$ cat src/rtl/draw_sequencer.sv
// Initiator side of the rectangle-drawer link: queues game draw commands in a
// small FIFO and issues them one at a time with a start/done handshake plus watchdog.
module draw_sequencer #(
   parameter int FIFO_DEPTH     = 4,
   parameter int TIMEOUT_CYCLES = 4096
) (
   input  logic       clk,
   input  logic       reset_n,
   input  logic       cmd_valid,
   output logic       cmd_ready,
   input  logic       cmd_item,
   input  logic       cmd_erase,
   input  logic [1:0] cmd_position,
   output logic       draw_start,
   output logic       draw_item,
   output logic       draw_erase,
   output logic [1:0] draw_position,
   input  logic       draw_done,
   output logic       busy,
   output logic       timeout_err,
   output logic [7:0] done_count
);

   localparam int PW = $clog2(FIFO_DEPTH);
   localparam int CW = PW + 1;
   localparam int WW = $clog2(TIMEOUT_CYCLES);

   localparam logic [CW-1:0] DEPTH_C = CW'(FIFO_DEPTH);
   localparam logic [WW-1:0] WD_LAST = WW'(TIMEOUT_CYCLES - 1);

   localparam logic [1:0] S_IDLE  = 2'd0;
   localparam logic [1:0] S_ISSUE = 2'd1;
   localparam logic [1:0] S_WAIT  = 2'd2;
   localparam logic [1:0] S_GAP   = 2'd3;

   // Entry layout: {item, erase, position[1:0]}
   logic [3:0]    mem_q [FIFO_DEPTH];
   logic [3:0]    mem_d [FIFO_DEPTH];
   logic [PW-1:0] wr_ptr_q, wr_ptr_d;
   logic [PW-1:0] rd_ptr_q, rd_ptr_d;
   logic [CW-1:0] count_q, count_d;
   logic [1:0]    state_q, state_d;
   logic          draw_start_q, draw_start_d;
   logic          draw_item_q, draw_item_d;
   logic          draw_erase_q, draw_erase_d;
   logic [1:0]    draw_position_q, draw_position_d;
   logic          timeout_err_q, timeout_err_d;
   logic [7:0]    done_count_q, done_count_d;
   logic [WW-1:0] watchdog_q, watchdog_d;
   logic          push;
   logic          pop;

   assign cmd_ready     = reset_n && (count_q < DEPTH_C);
   assign busy          = (state_q != S_IDLE) || (count_q != '0);
   assign draw_start    = draw_start_q;
   assign draw_item     = draw_item_q;
   assign draw_erase    = draw_erase_q;
   assign draw_position = draw_position_q;
   assign timeout_err   = timeout_err_q;
   assign done_count    = done_count_q;

   always_comb begin
      push            = cmd_valid && cmd_ready;
      pop             = (state_q == S_IDLE) && (count_q != '0);
      mem_d           = mem_q;
      wr_ptr_d        = wr_ptr_q;
      rd_ptr_d        = rd_ptr_q;
      count_d         = count_q;
      state_d         = state_q;
      draw_start_d    = 1'b0;
      draw_item_d     = draw_item_q;
      draw_erase_d    = draw_erase_q;
      draw_position_d = draw_position_q;
      timeout_err_d   = timeout_err_q;
      done_count_d    = done_count_q;
      watchdog_d      = watchdog_q;

      if (push) begin
         mem_d[wr_ptr_q] = {cmd_item, cmd_erase, cmd_position};
         wr_ptr_d        = wr_ptr_q + PW'(1);
      end
      if (pop) begin
         rd_ptr_d = rd_ptr_q + PW'(1);
      end
      // Push into an empty FIFO is never bypassed: the pop sees it next cycle.
      case ({push, pop})
         2'b10:   count_d = count_q + CW'(1);
         2'b01:   count_d = count_q - CW'(1);
         default: count_d = count_q;
      endcase

      case (state_q)
         S_IDLE: begin
            if (pop) begin
               {draw_item_d, draw_erase_d, draw_position_d} = mem_q[rd_ptr_q];
               draw_start_d = 1'b1;
               state_d      = S_ISSUE;
            end
         end
         S_ISSUE: begin
            watchdog_d = '0;
            state_d    = S_WAIT;
         end
         S_WAIT: begin
            if (draw_done) begin
               done_count_d = done_count_q + 8'd1;
               state_d      = S_GAP;
            end else if (watchdog_q == WD_LAST) begin
               timeout_err_d = 1'b1;
               state_d       = S_GAP;
            end else begin
               watchdog_d = watchdog_q + WW'(1);
            end
         end
         S_GAP:   state_d = S_IDLE;
         default: state_d = S_IDLE;
      endcase
   end

   always_ff @(posedge clk) begin
      if (!reset_n) begin
         wr_ptr_q        <= '0;
         rd_ptr_q        <= '0;
         count_q         <= '0;
         state_q         <= S_IDLE;
         draw_start_q    <= 1'b0;
         draw_item_q     <= 1'b0;
         draw_erase_q    <= 1'b0;
         draw_position_q <= 2'd0;
         timeout_err_q   <= 1'b0;
         done_count_q    <= 8'd0;
         watchdog_q      <= '0;
      end else begin
         wr_ptr_q        <= wr_ptr_d;
         rd_ptr_q        <= rd_ptr_d;
         count_q         <= count_d;
         state_q         <= state_d;
         draw_start_q    <= draw_start_d;
         draw_item_q     <= draw_item_d;
         draw_erase_q    <= draw_erase_d;
         draw_position_q <= draw_position_d;
         timeout_err_q   <= timeout_err_d;
         done_count_q    <= done_count_d;
         watchdog_q      <= watchdog_d;
      end
   end

   // Storage needs no reset; the flushed pointers make stale entries unreachable.
   always_ff @(posedge clk) begin
      mem_q <= mem_d;
   end

endmodule

$ cat config.mk
export PLATFORM = sky130hd
export DESIGN_NAME = draw_sequencer
export DESIGN_NICKNAME = d
export VERILOG_FILES = /design/src/rtl/draw_sequencer.sv
export SDC_FILE = /design/constraint.sdc
export NUM_CORES = 1
export LEC_CHECK = 0
export BUFFER_PORTS_ARGS = -buffer_cell sky130_fd_sc_hd__buf_2
export CAP_MARGIN = 20
export CORE_ASPECT_RATIO = 0.7
export CORE_MARGIN = 5
export CORE_UTILIZATION = 55
export DETAILED_ROUTE_END_ITERATION = 6
export PLACE_DENSITY = 0.75
export SETUP_SLACK_MARGIN = 0.1
export SYNTH_ARGS = -nofsm -noshare
export SYNTH_HDL_FRONTEND = slang
export SYNTH_SLANG_ARGS = --single-unit
$ cat constraint.sdc
create_clock -name clk -period 5.7 [get_ports clk]
set_input_delay 0 -clock clk [delete_from_list [all_inputs] [get_ports clk]]
set_output_delay 0 -clock clk [all_outputs]
set_load 0.02 [all_outputs]
==> results of run 1 <==
## power breakdown
group / internal [mW] / leakage (nW) / switching [mW] / total, mW
Sequential: 0.415 / 0.429 / 0.0327 / 0.448
Clock: 0.0878 / 0.0447 / 0.126 / 0.214
Combinational: 0.104 / 0.520 / 0.143 / 0.247
## cells in the mapped netlist (2+ instances only)
library cell	count
dfxtp_1	35
and4_1	2
a31oi_1	3
nor3_1	5
mux2i_1	7
o21ai_0	3
o31a_1	2
a41oi_1	2
edfxtp_1	16
xor2_1	9
mux4_2	4
and3_1	9
nand2b_1	5
o21a_1	2
a21oi_1	9
nand4_1	7
xnor2_1	3
nand3_1	6
and2_1	3
nand2_1	14
ha_1	10
buf_6	2
o31ai_1	4
clkbuf_1	9
inv_1	12
nor2_1	20
a311oi_1	3
## logic make-up after synthesis
family          Yosys count
simple gates             76
compound gates           35
mux                      11
fa+ha+maj                11
xor+xnor                 12
flops                    51
buf+inv                  25
## sequential cells by signal, indices dropped and copies added, names as in the netlist
signal and flops:
count_q 3, done_count 8, draw_erase 1, draw_item 1, draw_position 2, draw_start 1, mem_q 16, rd_ptr_q 2
state_q 2, timeout_err 1, watchdog_q 12, wr_ptr_q 2
## worst paths after layout
kind         depth (start not counted)       start       endpoint
max reg2reg                          9  state_q[0]     count_q[2]
min reg2reg                          2  state_q[1]     state_q[1]
max                                  9  state_q[0]     count_q[2]
min                                  2     reset_n  watchdog_q[4]
## metal layers
metal	wire, µm	vias up	global-route usage, %	share of wire (%)
met5	0	-	0	0
met4	20	0	5.75	0.44
met3	278	4	4.56	6.1
met2	1950	51	23.7	43
met1	2290	768	26.7	50
li1	-	836	-	-
## repair_timing
| action | 4_1_cts | 5_1_grt |
|---|---|---|
| hold buffers | 4 | 0 |
| buffers inserted | 0 | 0 |
| hold endpoints to repair | 16 | 0 |
| endpoints found under the setup margin | 0 | 0 |
## per-stage QoR
| stage | power [mW] | util (%) |
|---|---|---|
| floorplan | 0.640 | - |
| global placement | 0.693 | 61.0 |
| detailed placement | 0.701 | 61.0 |
| CTS | 0.911 | 64.3 |
| global route | 0.966 | 64.3 |
| finish | 0.909 | 64.3 |
## cell type report
| class | count | area, µm² |
|---|---|---|
| Fill cell | 338 | 1430 |
| Sequential cell | 51 | 1180 |
| Multi-Input combinational cell | 145 | 1040 |
| Timing Repair Buffer | 27 | 155 |
| Clock buffer | 5 | 68.8 |
| Tap cell | 52 | 65.1 |
| Inverter | 13 | 48.8 |
| Clock inverter | 3 | 22.5 |
==> results.txt, run 1 <==
The run finished with clean final reports. In this run the deepest clock path goes through 2 buffers. The aggregate global-route resource usage is 17.4%, and the final number of hold-violating endpoints is 0. The floorplan step defined a die boundary enclosing 5670 µm². The share of the synthesized netlist area taken by xor and xnor gates is 4.50%, and the worst setup skew after layout is 4.70 ps. The netlist uses 42 different library cells. The iteration count of the initial detailed-routing pass is 5, and the power per cell area is 352 nW/µm².

Entering global routing, the biggest net connects 28 pins. At the worst endpoint, the required time is 5920 ps. Synthesis produced a netlist whose cell count is 221.

Among all flip-flop cells after synthesis, the most frequent one is dfxtp_1. Classification of the worst setup path: reg2reg. 0 antenna diodes ended up in the layout.

Summed over all layers, the routed wires come to 4.53 mm. Setup slack on the worst reg-to-reg path comes out at 3250 ps. Sorting the synthesized cells by area gives the leading types as dfxtp_1 (30%), edfxtp_1 (21%), ha_1 (5.4%), mux4_2 (3.9%), xor2_1 (3.4%). Sequential cells were found to cover 50.6% of the synthesized design area. In this run the biggest area consumer among cell types represents 30.0% of the synthesized area. In this run the worst path has a maximum fanout of 8.

Initial DRC count: 169. Data arrives at the worst endpoint at 2670 ps. The largest single stage delay on the critical path is 420 ps.

The post-synthesis cell area was 2330 µm². Among cell families on the critical path, the largest total delay comes from adder cells. The worst path meets setup with 3250 ps of slack. The smallest clock period supported by the final layout is computed as 2450 ps. The die extent in x works out to 87.9 µm. Average vias per placed instance: 5.60.

Of the cells placed in the final design, the portion with a size suffix greater than 1 is 15.2%. The count of nets left with antenna violations once routing finished came out at 0. The logs give 0 ps for the total negative setup slack and 58.1% for the starting utilization of the core area. The initialized floorplan defines 19 standard-cell rows. The synthesis warning total was 0; the number of nets at the end of the flow was 262.

For this run, the top clock speed supported by timing is 0.408 GHz. The root buffer cell chosen for the clock tree is clkbuf_8. Detailed placement ended at an HPWL of 3.16 mm. The placed instance count is 284, and the total placed instance area is 2450 µm². In this run the number of H-tree levels came out at 2. The initial antenna violation count was 0; the number of setup violations in the final report was 0. The run gives 24 as the top-level port count. Clock tree synthesis inserted a total of 5 buffers.

After detailed routing, the number of remaining DRC violations is 0. The signal on the critical path passes through inv_1 > ha_1 > o31a_1 > ha_1 > inv_1 > fa_1 > xor2_1 > or3_1 > a21oi_1. The leakage power came out at 0.994 nW. The core region is 4020 µm². The post-route clock period utilization was 43.0%; the share of the synthesized area in compound gates (AO/OA/AOI/OAI) was 10.6%. The mean area per synthesized cell works out to 10.6 µm².

The actual transition at the worst max-transition pin came out at 802 ps. The post-detailed-route wirelength per cell is 15.3 µm. In this run the tightest slew margin relative to its limit is 46.2%. Clock latency on the worst-skew pair, taken at its later pin, is 310 ps.

For this design, the slowest cell found on the critical path is o31a_1. On the final layout, the worst hold slack is 23.8 ps. The max-slew violation count is 0, and the number of nets produced by synthesis is 240.

Post-CTS repair changed the size of 0 cells. Setup repair after global routing left no endpoint under its margin. Measured against the total synthesized area, the mux share comes to 6.86%. TritonCTS built the clock tree.

Of the total synthesized cell area, the portion taken by full adders, half adders and majority gates is 6.22%. Library cell occupying the most area in the post-synthesis netlist: dfxtp_1. After synthesis the netlist holds a flip-flop and latch count of 51.

The finished layout holds 296 standard cells, fillers aside. The count of flip-flops with a built-in enable after synthesis works out to 16. In the layout the commonest cells are dfxtp_1 (35), buf_2 (23), nor2_1 (20). After Yosys synthesis, and, or, nand and nor cells account for 16.5% of the synthesized area. The run gives 3260 ps as the pre-CTS setup slack. In this run the tool buffered the top-level ports with 23 buffer cells.

From synthesis to final layout, the design area changed by 10.7%. After synthesis, the largest family of logic cells by area is simple AND/OR/NAND/NOR gates. In the synthesized netlist the async set-or-reset flop fraction comes to 0%. The tightest min-delay check is of the in2reg type. The max-capacitance violation count was 0; the via count of the first global-routing pass was 1,556. For this design, the sink count on the clock tree is 51. The floorplan die height came out at 64.5 µm. Most common library cell in the layout ignoring fill and taps: dfxtp_1. Across the VDD grid, the largest voltage drop is 0.240 mV.

After clock tree synthesis, the clock-pin slew on the worst setup and hold paths is 100 ps. Total buffers and inverters traversed by the critical path: 2. The logs give 7.71 mm for the wire length of the first global-routing pass and 0.823 for the placer congestion estimate. The post-route cell area came out at 2580 µm². Across all layers, the routed design uses 1,659 vias.

STA classifies the critical path endpoint as a flop. The overall overflow remaining after global route was 0. STA classifies the critical path startpoint as a flop.
(Power assumes the default switching activity.)
==> run 2: changes to the inputs <==
- ABC_AREA: unset -> 1
- CORE_UTILIZATION: 55 -> 53
- clock period: 5.7 -> 2.06 ns (I/O delays scaled with it)
==> results.txt, run 2 <==
The run finished with clean final reports. The run gives 51 (unchanged) as the clock net sink count. The fraction of met2 tracks used by global routing was 26.4% (+2.7 points); the post-synthesis cell area was 2460 µm² (+5.6%).

The power per cell area works out to 1070 nW/µm² (+200%). The logs give 208 ps (-3040 ps) for the post-route worst setup slack and 2 (unchanged) for the number of H-tree branching levels. The total detailed-routing wirelength was 4.80 mm (+5.9%); the final number of hold-violating endpoints was 0 (unchanged). The tools report the data arrival time at the worst-slack endpoint as 2050 ps (-620 ps). The worst register-to-register path ends at count_q[2].

The tools report the worst setup slack for register-to-register paths as 210 ps (-3040 ps). The post-route clock period utilization works out to 89.9% (+47 points). The run gives 29 (-31%) as the distinct cell type count after synthesis.

The longest individual stage delay on the worst path works out to 370 ps (-50 ps). The share of flip-flops with an asynchronous set or reset was 0% (unchanged); the share of the synthesized area in compound gates (AO/OA/AOI/OAI) was 12.6% (+2.0 points). Wire length of the first global-routing pass: 8.43 mm (+9.4%).

The startpoint of the most critical hold path is draw_done. STA classifies the critical path startpoint as a flop. mem_q holds more flip-flops than any other register. Final standard cell utilization of the core: 62.5% (-1.8 points). Clock latency on the worst-skew pair: 300 ps (about the same). Library cell occupying the most area in the post-synthesis netlist: dfxtp_1. The run gives 4 (-1) as the iteration count of the initial detailed-routing pass. The required time of the critical path was 2250 ps (-3670 ps); the actual transition at the worst max-transition pin was 447 ps (-354 ps). The tools report the starting utilization of the core area as 55.6% (-2.5 points).

The signal on the critical path passes through inv_1 > ha_2 > nand2_1 > inv_1 > ha_1 > inv_1 > fa_2 > a21oi_2 > o21ai_1 > xor2_1 > nor2_1. Number of buffers on the longest clock path: 2 (unchanged). The post-DP HPWL was 3.44 mm (+8.7%); the cell count of the worst reg-to-reg path was 11 (+2). The final critical delay including setup and external delays is 1850 ps (-597 ps). Startpoint of the lowest-slack register-to-register path: state_q[1].

The leakage power came out at 1.11 nW (+12%). The number of CTS-inserted buffers is 5 (unchanged), and the count of buffers inserted at the top-level ports is 23 (unchanged). Post-synthesis simple-gate area fraction: 25.4% (+9.0 points).

The average vias per placed instance came out at 4.99 (-11%). The fraction of met3 tracks used by global routing is 4.29% (-0.27 points). TritonCTS built the clock tree. The number of buffers inserted by post-CTS setup repair is 0 (unchanged), and the mean area per synthesized cell is 8.10 µm² (-23%). The run gives 304 (+38%) as the number of instances in the synthesized netlist. Initial antenna violation count: 0 (unchanged). Total negative setup slack: 0 ps (unchanged). The largest fanout on the critical path works out to 3 (-5). The adder and majority cell fraction of the synthesized area was 5.89% (-0.33 points).

The register bit count reported by yosys was 51 (unchanged); the max-slew violation count was 0 (unchanged). The run gives 6130 µm² (+8.3%) as the total die area. The post-route cell area was 2770 µm² (+7.1%). The run gives 24 (unchanged) as the top-level port count. The library cell with the highest instance count after synthesis is nor2_1. Capturing element type of the critical path: a flop. The clock slew at the register clock pins of the worst setup and hold paths works out to 80 ps (-20 ps).

The tools report the via count as 1,953 (+18%). For the number of design rule violations left after detail routing, the log shows 0 (unchanged). Number of setup violations in the final report: 0 (unchanged). The worst-case vdd ir drop is 0.514 mV (+110%). After synthesis, the most frequently instantiated cells are nor2_1 (55), nand2_1 (47), dfxtp_1 (35), inv_1 (35), o21ai_0 (28). Share of the synthesized netlist area taken by xor and xnor gates: 0.711% (-3.8 points). Leaving out fill and tap cells, the most frequent cell in the layout is nor2_1. Path class of the lowest-slack min-delay path: in2reg.

The initial DRC count was 114 (-33%); the post-route total power was 2.95 mW (+220%). The logs give 4430 µm² (+10%) for the area of the core region and 0 (unchanged) for the max-capacitance violation count. The largest family of logic cells by synthesized area was simple AND/OR/NAND/NOR gates.

The run gives 391 (+32%) as the number of standard cells in the final layout excluding fillers. The global-route met1 utilization came out at 24.5% (-2.2 points). The worst min-delay path endpoint was timeout_err.

The number of standard-cell rows in the floorplan is 20 (+1). Layer carrying the most global-route usage: met2. The run gives 355 (+35%) as the number of nets at the end of the flow.

The multiplexer share of the synthesized area was 0% (-6.9 points); the die extent in x was 91.5 µm (+4.1%). The worst setup skew after layout was 7.87 ps (+3.18 ps); the flip-flop count of the largest register after layout was 16 (unchanged). The pre-CTS setup slack was 186 ps (-3080 ps). The antenna diode count was 0 (unchanged). The tools report the cell at the root of the clock tree as clkbuf_8. The floorplan die height was 67.0 µm (+3.9%).

The slowest stage of the critical path is the fa_2 cell. The placer congestion estimate was 0.860 (+4.5%). The setup path with the least slack is of type reg2reg. The run gives 1,835 (+18%) as the via count of the first global-routing pass. Setup repair after global routing left no endpoint under its margin.

Synthesis warning total: 0 (unchanged). Share of the synthesized area in the top cell type: 28.4% (-1.6 points). From synthesis to final layout, the design area changed by 12.3%.

The count of flip-flops with a built-in enable after synthesis is 16 (unchanged). For the aggregate global-route resource usage, the log shows 17.5% (+0.083 points). The number of cells on the worst hold path was 4 (+2); the largest net degree at the start of global routing was 23 (-18%). The tools report the placed instance count as 380 (+34%). The highest attainable clock frequency was 0.540 GHz (+32%); the fraction of the yosys area taken by sequential cells was 47.9% (-2.7 points). In the layout the commonest cells are nor2_1 (55), nand2_1 (47), dfxtp_1 (35).

The proportion of layout cells with a drive suffix above 1 was 17.9% (+2.7 points); the overall overflow remaining after global route was 0 (unchanged). Primary flip-flop cell chosen by synthesis mapping: dfxtp_1. The tools report the headroom to the max-slew limit as 70.1% (+24 points). Ranked by total cell area, the synthesized netlist is headed by dfxtp_1 (28%), edfxtp_1 (20%), nor2_1 (8.4%), nand2_1 (7.2%), o21ai_0 (5.7%). The number of nets produced by synthesis is 323 (+35%), and the total placed instance area is 2640 µm² (+7.8%). The worst hold margin was 117 ps (+93.5 ps); the post-detailed-route wirelength per cell was 12.3 µm (-20%).

The tools report the number of nets with antenna violations after detailed routing as 0 (unchanged). Counting stages on the worst path, the most repeated cell is inv_1.
-- run 2: power by group --
| part | total, mW | switching (mW) | leakage (nW) | internal, mW |
|---|---|---|---|---|
| combinational | 1.13 | 0.730 | 0.644 | 0.396 |
| sequential | 1.29 | 0.112 | 0.431 | 1.18 |
| clock | 0.531 | 0.297 | 0.0383 | 0.234 |
| total | 2.95 | 1.14 | 1.11 | 1.81 |
-- run 2: cell families (layout without fill, tap and decap cells) --
logic type      Yosys count  count (layout)
compound gates           55              55
xor+xnor                  2               2
fa+ha+maj                11              11
buf+inv                  44              76
flops                    51              51
simple gates            141             141
-- run 2: critical path: cells and delay by family, from the launching register on --
kind            cells  cell delay [ps]
flops               1              330
xor+xnor            1              140
buf+inv             3              240
compound gates      2              230
simple gates        2              120
fa+ha+maj           3              700
-- run 2: worst max path at each step --
stage	slack, ps	to	cells past startpoint	start
floorplan	160	count_q[2]	11	state_q[0]
global placement	240	count_q[2]	11	state_q[0]
detailed placement	190	count_q[2]	11	state_q[0]
CTS	150	count_q[2]	11	state_q[0]
global route	60	count_q[2]	11	state_q[1]
finish	210	count_q[2]	11	state_q[1]
-- run 2: repair_timing --
action,4_1_cts,5_1_grt
hold endpoints to repair,16,0
gates resized for setup,0,5
hold buffers,4,0
setup endpoints to repair,0,1
-- run 2: metal layers --
layer	share of wire [%]	wire length (µm)	vias up
met2	41	1980	48
li1	-	-	1048
met5	0	0	-
met3	6.0	286	4
met1	52	2490	853
met4	0.83	40	0
-- run 2: cell type report --
cell class | count | area (µm²)
sequential | 51 | 1180
multi-input combinational | 209 | 1110
tap | 55 | 68.8
timing repair buffer | 32 | 193
inverter | 37 | 139
fill | 358 | 1660
clock buffer | 7 | 76.3
